### src/rtl/midi_msg_encoder.sv
// MIDI message serializer: turns synth events into status/data bytes for the UART,
// with running status that is forgotten after an idle timeout.
module midi_msg_encoder #(
   parameter int unsigned RS_TIMEOUT = 7500000,
   parameter int unsigned TW         = 23
) (
   input  logic       CLOCK_25,
   input  logic       reset_reg_N,
   input  logic       ev_valid,
   output logic       ev_ready,
   input  logic [2:0] ev_type,
   input  logic [3:0] ev_ch,
   input  logic [7:0] ev_data1,
   input  logic [7:0] ev_data2,
   input  logic       rs_en,
   input  logic       midi_out_ready,
   output logic       midi_send_byte,
   output logic [7:0] midi_out_data,
   output logic       busy,
   output logic       ev_err
);

   localparam logic [2:0] S_IDLE   = 3'd0;
   localparam logic [2:0] S_STATUS = 3'd1;
   localparam logic [2:0] S_DATA1  = 3'd2;
   localparam logic [2:0] S_DATA2  = 3'd3;
   localparam logic [2:0] S_WAIT   = 3'd4;

   localparam logic [TW-1:0] TIMEOUT = TW'(RS_TIMEOUT);

   logic [2:0]    state_q, state_d;
   logic [2:0]    next_q, next_d;
   logic [7:0]    status_q, status_d;
   logic [7:0]    d1_q, d1_d;
   logic [7:0]    d2_q, d2_d;
   logic          two_q, two_d;
   logic          rsen_q, rsen_d;
   logic [7:0]    last_status_q, last_status_d;
   logic          rs_valid_q, rs_valid_d;
   logic [7:0]    out_data_q, out_data_d;
   logic          send_q, send_d;
   logic          err_q, err_d;
   logic [TW-1:0] timer_q, timer_d;

   logic [7:0]    ev_status;
   logic          ev_bad;

   always_comb begin
      ev_status = '0;
      ev_bad    = 1'b0;
      case (ev_type)
         3'd0:    ev_status = {4'h8, ev_ch};
         3'd1:    ev_status = {4'h9, ev_ch};
         3'd2:    ev_status = {4'hB, ev_ch};
         3'd3:    ev_status = {4'hC, ev_ch};
         3'd4:    ev_status = {4'hE, ev_ch};
         default: ev_bad    = 1'b1;
      endcase
   end

   always_comb begin
      state_d       = state_q;
      next_d        = next_q;
      status_d      = status_q;
      d1_d          = d1_q;
      d2_d          = d2_q;
      two_d         = two_q;
      rsen_d        = rsen_q;
      last_status_d = last_status_q;
      out_data_d    = out_data_q;
      send_d        = 1'b0;
      err_d         = 1'b0;
      // a status strobe below overrides the timeout clear in the same cycle
      rs_valid_d    = (timer_q == TIMEOUT) ? 1'b0 : rs_valid_q;

      case (state_q)
         S_IDLE: begin
            if (ev_valid) begin
               if (ev_bad) begin
                  err_d = 1'b1;
               end else begin
                  status_d = ev_status;
                  d1_d     = ev_data1 & 8'h7F;
                  d2_d     = ev_data2 & 8'h7F;
                  two_d    = (ev_type != 3'd3);
                  rsen_d   = rs_en;
                  if (rs_en && rs_valid_q && (ev_status == last_status_q))
                     state_d = S_DATA1;
                  else
                     state_d = S_STATUS;
               end
            end
         end
         S_STATUS: begin
            if (midi_out_ready) begin
               send_d        = 1'b1;
               out_data_d    = status_q;
               last_status_d = status_q;
               rs_valid_d    = rsen_q;
               next_d        = S_DATA1;
               state_d       = S_WAIT;
            end
         end
         S_DATA1: begin
            if (midi_out_ready) begin
               send_d     = 1'b1;
               out_data_d = d1_q;
               next_d     = two_q ? S_DATA2 : S_IDLE;
               state_d    = S_WAIT;
            end
         end
         S_DATA2: begin
            if (midi_out_ready) begin
               send_d     = 1'b1;
               out_data_d = d2_q;
               next_d     = S_IDLE;
               state_d    = S_WAIT;
            end
         end
         S_WAIT:  state_d = next_q;
         default: state_d = S_IDLE;
      endcase

      if (send_d)
         timer_d = '0;
      else if (timer_q != TIMEOUT)
         timer_d = timer_q + TW'(1);
      else
         timer_d = timer_q;
   end

   always_ff @(posedge CLOCK_25) begin
      if (!reset_reg_N) begin
         state_q       <= S_IDLE;
         next_q        <= S_IDLE;
         status_q      <= '0;
         d1_q          <= '0;
         d2_q          <= '0;
         two_q         <= 1'b0;
         rsen_q        <= 1'b0;
         last_status_q <= '0;
         rs_valid_q    <= 1'b0;
         out_data_q    <= '0;
         send_q        <= 1'b0;
         err_q         <= 1'b0;
         timer_q       <= '0;
      end else begin
         state_q       <= state_d;
         next_q        <= next_d;
         status_q      <= status_d;
         d1_q          <= d1_d;
         d2_q          <= d2_d;
         two_q         <= two_d;
         rsen_q        <= rsen_d;
         last_status_q <= last_status_d;
         rs_valid_q    <= rs_valid_d;
         out_data_q    <= out_data_d;
         send_q        <= send_d;
         err_q         <= err_d;
         timer_q       <= timer_d;
      end
   end

   assign ev_ready       = (state_q == S_IDLE);
   assign busy           = ~ev_ready;
   assign midi_send_byte = send_q;
   assign midi_out_data  = out_data_q;
   assign ev_err         = err_q;

endmodule

### config.mk
export PLATFORM = sky130hd
export DESIGN_NAME = midi_msg_encoder
export DESIGN_NICKNAME = d
export VERILOG_FILES = /design/src/rtl/midi_msg_encoder.sv
export SDC_FILE = /design/constraint.sdc
export NUM_CORES = 1
export LEC_CHECK = 0
export BUFFER_PORTS_ARGS = -buffer_cell sky130_fd_sc_hd__buf_2
export CORE_UTILIZATION = 30
export CTS_BUF_LIST = sky130_fd_sc_hd__clkbuf_4
export CTS_CLUSTER_SIZE = 25
export DETAILED_ROUTE_END_ITERATION = 6
export GPL_ROUTABILITY_DRIVEN = 1
export PLACE_DENSITY = 0.44
export SYNTH_ARGS = -nofsm -noshare
export SYNTH_HDL_FRONTEND = slang
export SYNTH_SLANG_ARGS = --single-unit
### constraint.sdc
create_clock -name CLOCK_25 -period 2.1 [get_ports CLOCK_25]
set_input_delay 0.21 -clock CLOCK_25 [delete_from_list [all_inputs] [get_ports CLOCK_25]]
set_output_delay 0.21 -clock CLOCK_25 [all_outputs]
set_load 0.02 [all_outputs]
# --- Word level (Yosys, flattened, before mapping) ---
# Index checks and enable logic that the tools add are counted.
word_totals:
  reg_bits: 72
  out_inout_bits: 12
op_classes:
  eq_ne: 18
  add_sub_neg: 1
  reduce_logical: 13
  bitwise_logic: 2
  n_mux: 21
ops:
  columns: ["cell", "n"]
  rows:
  - ["8-bit one-hot mux with 5 select lines", 1]
  - ["8-bit two-way mux", 3]
  - ["8-bit one-hot mux with 3 select lines", 1]
  - ["23-bit by 1-bit adder with 23-bit output (second input constant)", 1]
  - ["23-bit equality test (second input constant)", 1]
  - ["23-bit != test (second input constant)", 1]
  - ["3-bit two-way mux", 6]
  - ["3-bit one-hot mux with 3 select lines", 2]
  - ["3-bit by 2-bit equality test with 1-bit output (second input constant)", 4]
  - ["2-bit != test (second input constant)", 5]
  - ["3-bit AND reduction", 3]
  - ["8-bit equality test", 1]
  - ["3-bit by 1-bit equality test with 1-bit output (second input constant)", 2]
  - ["3-bit equality test (second input constant)", 2]
  - ["3-bit logical NOT", 2]
  - ["1-bit two-way mux", 6]
  - ["5-bit OR reduction", 1]
  - ["2-bit two-way mux", 2]
  - ["4-bit AND reduction", 1]
  - ["3-bit by 2-bit != test with 1-bit output (second input constant)", 1]
  - ["3-bit nonzero test", 1]
  - ["3-bit OR reduction", 1]
  - ["1-bit logical AND", 2]
  - ["2-bit by 1-bit != test with 1-bit output (second input constant)", 1]
  - ["other kinds (3)", 4]

# --- Logic depth before layout (Yosys ltp) ---
# Gate-level depths: netlist of the first run.
logic_depth:
  word_depth: 8
  mapped_depth: 7
  ltp_nobuf: 6

# --- Least setup slack after synthesis of the first run ---
# No wires, ideal clock.
synth_path:
  path_type: "input -> register"
  from: "input ev_type[0]"
  to: "register state_q[0]"
  stages: 6
  t_arrival_ns: 1.545
  path_slack_ns: 0.423
  n_path_buf: 1
  cell_sequence: "buf_4 -> o21ai_4 -> mux2_4 -> o22a_1 -> a2111oi_2 -> o32ai_1"
synth_via:
  elab_chain_cells: 8
synth_lines:
  columns: ["item", "line_no", "source"]
  rows:
  - ["from (decl)", "11", "input logic [2:0] ev_type,"]
  - ["3-bit equality test, or another cell as far along", "51", "case (ev_type)"]
  - ["8-bit one-hot mux with 5 select lines", "51", null]
  - ["8-bit equality test", "87", "if (rs_en && rs_valid_q && (ev_status == last_status_q))"]
  - ["1-bit logical AND", "87", null]
  - ["2-bit two-way mux", "87", null]
  - ["3-bit two-way mux", "79", "if (ev_bad) begin"]
  - ["3-bit two-way mux", "78", "if (ev_valid) begin"]
  - ["3-bit one-hot mux with 3 select lines", "76", "case (state_q)"]
  - ["to (signal assigned)", "148", "state_q <= state_d;"]
  - ["to (decl)", "31", "logic [2:0] state_q, state_d;"]
# Parallel ways exist; a longest one is shown, timed or not. The select of a mux whose other input is x is not followed.
# A chain may end at the register's enable or synchronous reset.

# --- Final worst setup path of the first run ---
layout_path:
  from: "input ev_ch[0]"
  to: "register state_q[0]"
layout_via:
  elab_chain_cells: 7
layout_lines:
  columns: ["item", "line_no", "source"]
  rows:
  - ["from (decl)", "12", "input logic [3:0] ev_ch,"]
  - ["8-bit one-hot mux with 5 select lines", "51", null]
  - ["8-bit equality test", "87", null]
  - ["1-bit logical AND", "87", null]
  - ["2-bit two-way mux", "87", null]
  - ["3-bit two-way mux", "79", null]
  - ["3-bit two-way mux", "78", null]
  - ["3-bit one-hot mux with 3 select lines", "76", null]
# No other way between the ends. The select of a mux whose other input is x is not followed.

==> results.ini, run 1 <==
[layout]
antenna_cells=0
drive_gt1_share_pct=16.3
nNetsFinal=473
syn_to_final_growth_pct=19.2

[critical_path]
critPathArrivalTime_ns=2.13
reg2reg_slack_ns=0.31
startpoint_type=primary input
cp.required_ns=2.41
worst-setup-path-type=primary input to flop
cp-end-kind=flop
cp_max_fo=3

[synthesis]
avgSynthCellArea_sq_um=8.12
syn-num-nets=422
synth.area.top_cells=dfxtp_1 45%, nand2_1 8.0%, a21oi_1 7.2%, nor2_1 6.4%, xnor2_1 4.4%
yosysMostFrequentCell=dfxtp_1
synth_flop_cell=dfxtp_1
ys_ff_latch=71
synth_edf_count=0
ys_types=50
ys_seq_area_share_pct=44.6
ys.warnings.count=0
synth_top_area_share_pct=44.6
synth_top_area_cell=dfxtp_1
synthTopCellsByCount=71 x dfxtp_1, 68 x nand2_1, 54 x nor2_1
async_flop_share_pct=0
syn_area_sq_mm=0.00318
syn_inst=392

[clocking]
clk_pin_slew_ns=0.12
htreeDepth=3
numCtsBuffers=9
post_cts_resized=0
post_cts_buffers=0
clock_path_buffers=2
numClockSinks=71
cts_tree=built
cts_root_buf=clkbuf_4
clk_latency_ns=0.42
holdBufCountCts=12

[timing]
setup-tns-final_ns=0
fin_crit_sh_pct=86.8
slew-limit-headroom_pct=70.2
report.final.slew_viol_count=0
hold_violations=0
worst_slack_ns=0.277
rsz0062_at_grt=no
tightest_slew_ns=0.447
skew_ns=0.0157
setup_viol=0
max_freq_mhz=548
worst_hold_slack_ns=0.0302
fin_crit_ns=1.82

[power]
p_int_uw=1930
seqPwrFrac_pct=53.0
power.leakage_uw=0.00136
power.total_uw=2720
power_switching_uw=793
power_frac_comb_pct=13.7
power_density_mw_per_mm2=718
swShare_pct=29.1
ir_worst_vdd_uv=332
power_frac_clock_pct=33.4

[detailed_routing]
first_pass_iters=4
drc_errors=0
vias=2798
wl_um=7990
viasPerCell=4.79
first_iter_violations=98
wire_per_inst_um=13.7
ant_nets=0

[place]
finalWeightedCongestion=0.754
dp_hpwl_um=5450
numPortBuffers=37
post-place-ws_ns=0.303

[global_route]
antenna_found_initial=0
grt_pass1_vias=2638
grt_pass1_wl_um=13400
grt_usage_pct=15.5
grt_max_degree=33
grt-ovfl-total=0

[die]
core_sq_mm=0.0103
start_util_pct=30.8
num_rows=37
die_w_um=105
ioPinCount=40
dieArea_sq_mm=0.0110
die_height_um=105

[status]
status=finished, final reports clean

[hold_path]
hold_class=primary input to flop

[run]
maxCapViolCount=0

[through the flow]
step	instances	cell area [sq um]	util (%)
after floorplan	392	3180	-
after global placement	556	3530	34.2
after detailed placement	556	3530	34.2
after CTS	584	3790	36.8
after global routing	584	3790	36.8
final	584	3790	36.8
[cells in the final DEF (no fill, tap or decap), types with 6 or more instances in the layout]
cell,instances
dfxtp_1,71
a21oi_1,46
buf_4,12
nor3_1,6
nand2_1,68
nor2_1,54
dlygate4sd3_1,12
clkbuf_4,10
xor2_1,6
o21ai_0,7
xnor2_1,16
nand4_1,7
mux2i_1,8
inv_1,6
nand3_1,11
buf_2,37
a211oi_1,8
nor4_1,6
[path summary, 6_finish.rpt]
check                            startpoint          end  cells past startpoint
worst min-delay path            ev_data2[4]      d2_q[4]                      3
worst max register to register   timer_q[1]  timer_q[14]                      5
worst min register to register      d1_q[4]      d1_q[4]                      2
worst max-delay path               ev_ch[0]   state_q[0]                      7
[layer usage]
| layer | GRT usage, % | wire length, um |
|---|---|---|
| met4 | 5.23 | 97 |
| met3 | 3.99 | 307 |
| met5 | 0 | 0 |
| met1 | 20.1 | 3890 |
| met2 | 24.9 | 3700 |
[flip-flops by register name, summed over array words and instances (netlist names)]
name            flops
status_q            8
midi_send_byte      1
d1_q                7
last_status_q       8
rs_valid_q          1
state_q             3
two_q               1
midi_out_data       8
timer_q            23
d2_q                7
rsen_q              1
next_q              2
ev_err              1
[power by group through the flow]
stage / clock network (uW) / registers (uW) / logic (uW)
2_1_floorplan: 0 / 1460 / 242
3_3_place_gp: 0 / 1470 / 360
3_5_place_dp: 0 / 1470 / 360
4_1_cts: 960 / 1440 / 378
5_1_grt: 1010 / 1450 / 416
6_report: 910 / 1440 / 372
[area by class of cell]
| type | count | area (sq um) |
|---|---|---|
| Tap cell | 136 | 170 |
| Inverter | 6 | 22.5 |
| Timing Repair Buffer | 61 | 395 |
| Clock buffer | 10 | 75.1 |
| Sequential cell | 71 | 1420 |
| Fill cell | 1098 | 6530 |
| Multi-Input combinational cell | 294 | 1640 |
| Clock inverter | 6 | 68.8 |
[critical path: stages]
cell and delay [ns]:
dlygate4sd3_1 0.53, buf_2 0.14, or2b_1 0.21, mux2_4 0.25, o22a_1 0.21, a2111oi_2 0.45, o32ai_1 0.13
[cell families after synthesis]
group | count (synthesis) | share of synthesized area (%)
xor gates and xnor gates | 22 | 6.05
AOI/OAI and AO/OA | 78 | 14.9
buffers and inverters | 27 | 3.81
DFF | 71 | 44.6
and+or+nand+nor | 183 | 26.9
adders and majority gates | 2 | 0.786
muxes | 9 | 2.99
Power figures use the tool's default switching activity.
==> inputs of run 2 (changes only) <==
--- a/config.mk
+++ b/config.mk
@@ -5,6 +5,7 @@
 export SDC_FILE = /design/constraint.sdc
 export NUM_CORES = 1
 export LEC_CHECK = 0
+export ABC_AREA = 1
 export BUFFER_PORTS_ARGS = -buffer_cell sky130_fd_sc_hd__buf_2
 export CORE_UTILIZATION = 30
 export CTS_BUF_LIST = sky130_fd_sc_hd__clkbuf_4
==> run 2 against run 1 <==
Compared with the run above: utilization shrank 0.67 points; clock power grew 6.8%; synthesized cell count grew 15%; largest power group unchanged; combinational power grew to 2.6 times the previous value; register-to-register slack gained 0.17 ns; fmax grew 12%; synthesized area grew 1.4%; sequential share of layout area grew 0.53 points; critical path depth grew 1; design area shrank 1.4%.
==> results.ini, run 2 <==
[timing]
fin_crit_ns=1.62  ; -0.203 ns
hold_violations=0  ; unchanged
skew_ns=0.0168  ; +0.00109 ns
setup-tns-final_ns=0  ; unchanged
rsz0062_at_grt=no
worst_slack_ns=0.479  ; +0.203 ns
report.final.slew_viol_count=0  ; unchanged
slew-limit-headroom_pct=59.4  ; -11 points
tightest_slew_ns=0.607  ; +0.160 ns
max_freq_mhz=617  ; +12%
worst_hold_slack_ns=0.0348  ; +0.00462 ns
fin_crit_sh_pct=77.2  ; -9.6 points
setup_viol=0  ; unchanged

[power]
ir_worst_vdd_uv=387  ; +17%
power.leakage_uw=0.00153  ; +12%
power.total_uw=3620  ; +33%
power_density_mw_per_mm2=966  ; +35%

[clocking]
numCtsBuffers=9  ; unchanged
htreeDepth=3  ; unchanged
post_cts_resized=0  ; unchanged
cts_root_buf=clkbuf_4
clk_pin_slew_ns=0.12  ; about the same
cts_tree=built
clk_latency_ns=0.41  ; about the same
clock_path_buffers=2  ; unchanged
numClockSinks=71  ; unchanged

[detailed_routing]
drc_errors=0  ; unchanged
wl_um=7770  ; -2.7%
wire_per_inst_um=12.2  ; -11%
viasPerCell=4.56  ; -4.7%
first_iter_violations=120  ; +22%
first_pass_iters=4  ; unchanged
ant_nets=0  ; unchanged
vias=2903  ; +3.8%

[hold_path]
min_path_cells=3  ; unchanged
hold_class=primary input to flop

[synthesis]
ys_ff_latch=71  ; unchanged
yosys.area_share.simple_pct=28.6  ; +1.7 points
synth_xor_xnor_area_share_pct=0  ; -6.1 points
synth_edf_count=0  ; unchanged
synth_top_area_cell=dfxtp_1
syn_inst=451  ; +15%
synth.area.top_cells=dfxtp_1 44%, nand2_1 10%, inv_1 6.6%, nor2_1 6.4%, a21oi_1 6.4%
syn-num-nets=481  ; +14%
synth_top_family_by_area=simple AND/OR/NAND/NOR gates
synth-compound-area-share_pct=17.7  ; +2.8 points
async_flop_share_pct=0  ; unchanged
synth_fa_ha_area_share_pct=0.775  ; -0.011 points
ys_types=36  ; -28%
synthTopCellsByCount=89 x nand2_1, 71 x dfxtp_1, 57 x inv_1
ys_seq_area_share_pct=44.0  ; -0.62 points
synth_top_area_share_pct=44.0  ; -0.62 points
syn_area_sq_mm=0.00323  ; +1.4%
yosysMostFrequentCell=nand2_1
ys.warnings.count=0  ; unchanged
avgSynthCellArea_sq_um=7.16  ; -12%
synthMuxAreaShare_pct=0  ; -3.0 points
synth_flop_cell=dfxtp_1

[critical_path]
cp_max_fo=5  ; +2
critPathArrivalTime_ns=1.97  ; -0.16 ns
worst-setup-path-type=flop to flop
r2r_cells=8  ; +3
cp-end-kind=flop
cp.required_ns=2.45  ; +0.04 ns
slowest_stage=dfxtp_1
max_stage_delay_ns=0.40  ; -0.13 ns
startpoint_type=flop
cp_cell_sequence=ha_1 -> nand2_1 -> nor2_2 -> nand3_4 -> inv_2 -> nand4_1 -> or2_0 -> a21oi_1

[layout]
nNetsFinal=525  ; +11%
drive_gt1_share_pct=16.8  ; +0.51 points
final_cell_mix=89 x nand2_1, 71 x dfxtp_1, 57 x inv_1
syn_to_final_growth_pct=15.9
antenna_cells=0  ; unchanged
regMostFlops=timer_q
mostFrequentLayoutCell=nand2_1
largest_reg_flops=23  ; unchanged
nFillCells=1159  ; +5.6%

[run]
maxCapViolCount=0  ; unchanged

[status]
status=finished, final reports clean

[die]
core_sq_mm=0.0104  ; +0.45%
die_w_um=106  ; +0.69%
start_util_pct=31.1  ; +0.30 points
num_rows=37  ; unchanged
die_height_um=106  ; +0.69%
ioPinCount=40  ; unchanged
dieArea_sq_mm=0.0112  ; +1.4%

[global_route]
grt_pass1_vias=2665  ; +1.0%
grt_pass1_wl_um=13100  ; -2.2%
antenna_found_initial=0  ; unchanged
grt_max_degree=29  ; -12%
grt_usage_pct=15.0  ; -0.53 points
grt-ovfl-total=0  ; unchanged

[place]
finalWeightedCongestion=0.761  ; +0.86%
dp_hpwl_um=5730  ; +5.1%
numPortBuffers=37  ; unchanged
post-place-ws_ns=0.488  ; +0.185 ns

==> run 2: cell families after synthesis <==
| kind of cell | after synthesis |
|---|---|
| adder cells (fa/ha/maj) | 2 |
| buffers and inverters | 74 |
| AO/OA/AOI/OAI | 103 |
| flip-flops | 71 |
| AND/OR/NAND/NOR | 201 |
==> run 2: final cells by class <==
| type | instances | area (sq um) | area share [%] |
|---|---|---|---|
| sequential | 71 | 1420 | 38.0 |
| multi-input combinational | 306 | 1520 | 40.6 |
| clock inverter | 7 | 87.6 | 2.34 |
| timing repair buffer | 43 | 238 | 6.35 |
| clock buffer | 9 | 67.6 | 1.81 |
| tap | 136 | 170 | 4.55 |
| inverter | 64 | 240 | 6.42 |
==> run 2: report_power, final <==
| part | internal, uW | switching [uW] | total, uW |
|---|---|---|---|
| registers | 1560 | 128 | 1690 |
| logic | 308 | 648 | 957 |
| clock network | 475 | 496 | 972 |
==> run 2: per-stage QoR <==
step / area (sq um) / util (%) / instances
finish: 3740 / 36.1 / 636
global route: 3740 / 36.1 / 636
CTS: 3740 / 36.1 / 636
detailed placement: 3560 / 34.3 / 617
global placement: 3560 / 34.3 / 617
floorplan: 3230 / - / 451
==> run 2: what timing repair did <==
action	CTS	global route
setup endpoints to repair	0	0
setup buffers	0	0
hold buffers	3	0
endpoints found under the hold margin	3	0
==> run 2: per-layer routing <==
layer / track usage, % / up-vias / part of all wire, %
li1: - / 1556 / -
met1: 19.8 / 1290 / 49
met2: 24.1 / 51 / 46
met3: 2.78 / 6 / 3.8
met4: 5.65 / 0 / 1.1
met5: 0 / - / 0
==> run 2: critical path, delay by kind of cell, from the launching register on <==
kind	cells	cell delay, ns
AOI/OAI and AO/OA	1	0.11
buffers and inverters	1	0.08
DFF	1	0.40
and+or+nand+nor	5	0.78
adders and majority gates	1	0.18
==> run 2: final timing paths <==
kind | from | end | slack [ns]
max | timer_q[0] | timer_q[22] | 0.48
min | ev_data1[6] | d1_q[6] | 0.03
max reg2reg | timer_q[0] | timer_q[22] | 0.48
min reg2reg | midi_out_data[7] | midi_out_data[7] | 0.45
==> inputs of run 3 (changes only) <==
--- a/config.mk
+++ b/config.mk
@@ -12,7 +12,7 @@
 export CTS_CLUSTER_SIZE = 25
 export DETAILED_ROUTE_END_ITERATION = 6
 export GPL_ROUTABILITY_DRIVEN = 1
-export PLACE_DENSITY = 0.44
+export PLACE_DENSITY = 0.45
 export SYNTH_ARGS = -nofsm -noshare
 export SYNTH_HDL_FRONTEND = slang
 export SYNTH_SLANG_ARGS = --single-unit
==> constraint.sdc (replaced) <==
create_clock -name CLOCK_25 -period 1.3 [get_ports CLOCK_25]
set_input_delay 0.13 -clock CLOCK_25 [delete_from_list [all_inputs] [get_ports CLOCK_25]]
set_output_delay 0.13 -clock CLOCK_25 [all_outputs]
set_load 0.02 [all_outputs]
==> run 3 against run 2 <==
Compared with the run above: worst hold slack improved by 0.059 ns; critical path depth unchanged; combinational power is 150% higher; via count increased by 11%; largest cell class unchanged; clock skew down 0.0054 ns; register-to-register slack lost 0.57 ns; the run now ends with setup timing left; design area is 24% higher.
==> results.ini, run 3 (synthesis gave the netlist of run 2 again) <==
[timing]
report.final.slew_viol_count=0  ; unchanged
max_freq_mhz=720  ; +17%
slew-limit-headroom_pct=83.1  ; +24 points
worst_slack_ns=-0.0895  ; -0.569 ns
setup_viol=13  ; +13
skew_ns=0.0114  ; -0.00539 ns
hold_violations=0  ; unchanged
setup-tns-final_ns=-0.634  ; -0.634 ns
tightest_slew_ns=0.254  ; -0.353 ns
fin_crit_sh_pct=107  ; +30 points
fin_crit_ns=1.39  ; -0.231 ns
rsz0062_at_grt=yes

[power]
ir_worst_vdd_uv=999  ; +160%
power_density_mw_per_mm2=1420  ; +47%
power.leakage_uw=0.00195  ; +28%

[clocking]
clk_pin_slew_ns=0.12  ; about the same
cts_root_buf=clkbuf_4
htreeDepth=3  ; unchanged
cts_tree=built
numCtsBuffers=9  ; unchanged
clk_latency_ns=0.42  ; about the same
clock_path_buffers=2  ; unchanged
numClockSinks=71  ; unchanged

[place]
finalWeightedCongestion=0.773  ; +1.6%
dp_cells=662  ; +7.3%
placed_area_sq_mm=0.00393  ; +10%
dp_hpwl_um=6210  ; +8.3%
numPortBuffers=37  ; unchanged

[critical_path]
path_delay_family=simple AND/OR/NAND/NOR gates
startpoint_type=flop
cp.required_ns=1.67  ; -0.78 ns
cp-end-kind=flop
cp_max_fo=4  ; -1
worst-setup-path-type=flop to flop
slowest_stage=dfxtp_4
critPathArrivalTime_ns=1.75  ; -0.22 ns
critical_path_buf_inv_count=1  ; unchanged
max_stage_delay_ns=0.40  ; about the same
cp_cell_sequence=ha_4 -> nand2_4 -> nor2_4 -> nand3_4 -> inv_2 -> nand4_1 -> or2_0 -> a21oi_1

[layout]
syn_to_final_growth_pct=43.9
regMostFlops=timer_q
nFillCells=1100  ; -5.1%
largest_reg_flops=23  ; unchanged
mostFrequentLayoutCell=nand2_1
final_cell_mix=83 x nand2_1, 52 x dfxtp_1, 52 x buf_4
regArea_sq_mm=0.00145  ; +2.2%
final_area_sq_mm=0.00465  ; +24%
fin_cells=710  ; +12%
multi_input_area_sq_mm=0.00174  ; +15%
antenna_cells=0  ; unchanged
nNetsFinal=599  ; +14%
drive_gt1_share_pct=36.6  ; +20 points

[detailed_routing]
viasPerCell=4.54  ; -0.61%
vias=3221  ; +11%
first_iter_violations=99  ; -18%
drc_errors=0  ; unchanged
wire_per_inst_um=12.1  ; -1.1%
ant_nets=0  ; unchanged
wl_um=8580  ; +10%
first_pass_iters=4  ; unchanged

[die]
num_rows=37  ; unchanged
die_height_um=106  ; unchanged
start_util_pct=31.1  ; unchanged
core_sq_mm=0.0104  ; unchanged
die_w_um=106  ; unchanged
ioPinCount=40  ; unchanged
dieArea_sq_mm=0.0112  ; unchanged

[hold_path]
hold_class=primary input to flop

[status]
failed_checks=setup timing
status=complete, but fails checks

[global_route]
antenna_found_initial=0  ; unchanged
grt_pass1_vias=3079  ; +16%
grt-ovfl-total=0  ; unchanged
grt_pass1_wl_um=14100  ; +7.9%
grt_max_degree=29  ; unchanged
grt_usage_pct=16.3  ; +1.4 points

[run]
maxCapViolCount=0  ; unchanged

run 3: changes by cell type in the layout (fill, tap and decap cells not counted), sizes merged:
cell,before,now
bufinv,2,1
buf,40,98
clkinvlp,0,3
dlygate4sd3,3,19
clkinv,5,2
clkbuf,9,10
run 3: path summary, 6_finish.rpt:
| path | cells after the start | slack, ns | end | startpoint |
|---|---|---|---|---|
| setup reg to reg | 8 | -0.09 | timer_q[22] | timer_q[0] |
| hold reg to reg | 2 | 0.45 | midi_out_data[7] | midi_out_data[7] |
| setup / recovery | 8 | -0.09 | timer_q[22] | timer_q[0] |
| hold / removal | 5 | 0.09 | two_q | ev_type[2] |
run 3: tightest hold or removal path, cell delays in order:
cell and delay [ns]:
buf_2 0.11, nor3_2 0.05, nor2_1 0.08, o21ai_0 0.08, inv_1 0.05
run 3: final cells by class:
cell class / count / share of cell area, %
clock buffer: 10 / 1.62
clock inverter: 6 / 1.32
inverter: 64 / 5.55
multi-input combinational: 306 / 37.5
sequential: 71 / 31.3
tap: 136 / 3.66
timing repair buffer: 117 / 19.1
run 3: repair_timing:
action	CTS	global route
endpoints found under the hold margin	19	0
gates resized for setup	33	83
pin swaps	5	24
endpoints found under the setup margin	43	57
cloned	0	0
hold buffers	19	0
setup buffers	5	8
run 3: where the power goes:
part | total (uW) | switching (uW) | internal, uW
clock | 1420 | 818 | 597
sequential | 2800 | 254 | 2550
combinational | 2380 | 1340 | 1030
run 3: metrics by stage:
| stage | power (uW) | hold slack, ns | worst slack (ns) | utilization (%) |
|---|---|---|---|---|
| after global placement | 4650 | 0.352 | -0.107 | 37.9 |
| final | 6590 | 0.0942 | -0.0895 | 44.8 |
| after floorplan | 3920 | 0.265 | -0.0145 | - |
| after CTS | 6360 | 0.0402 | -0.0832 | 42.3 |
| after detailed placement | 4670 | 0.358 | -0.0961 | 37.9 |
| after global routing | 7060 | 0.0884 | -0.186 | 44.8 |
run 3: metal layers:
metal | wire (um) | up-vias | track usage (%)
met4 | 172 | 0 | 6.55
met3 | 251 | 10 | 4.21
met1 | 4100 | 1469 | 19.6
li1 | - | 1702 | -
met5 | 0 | - | 0
met2 | 4060 | 40 | 27.6
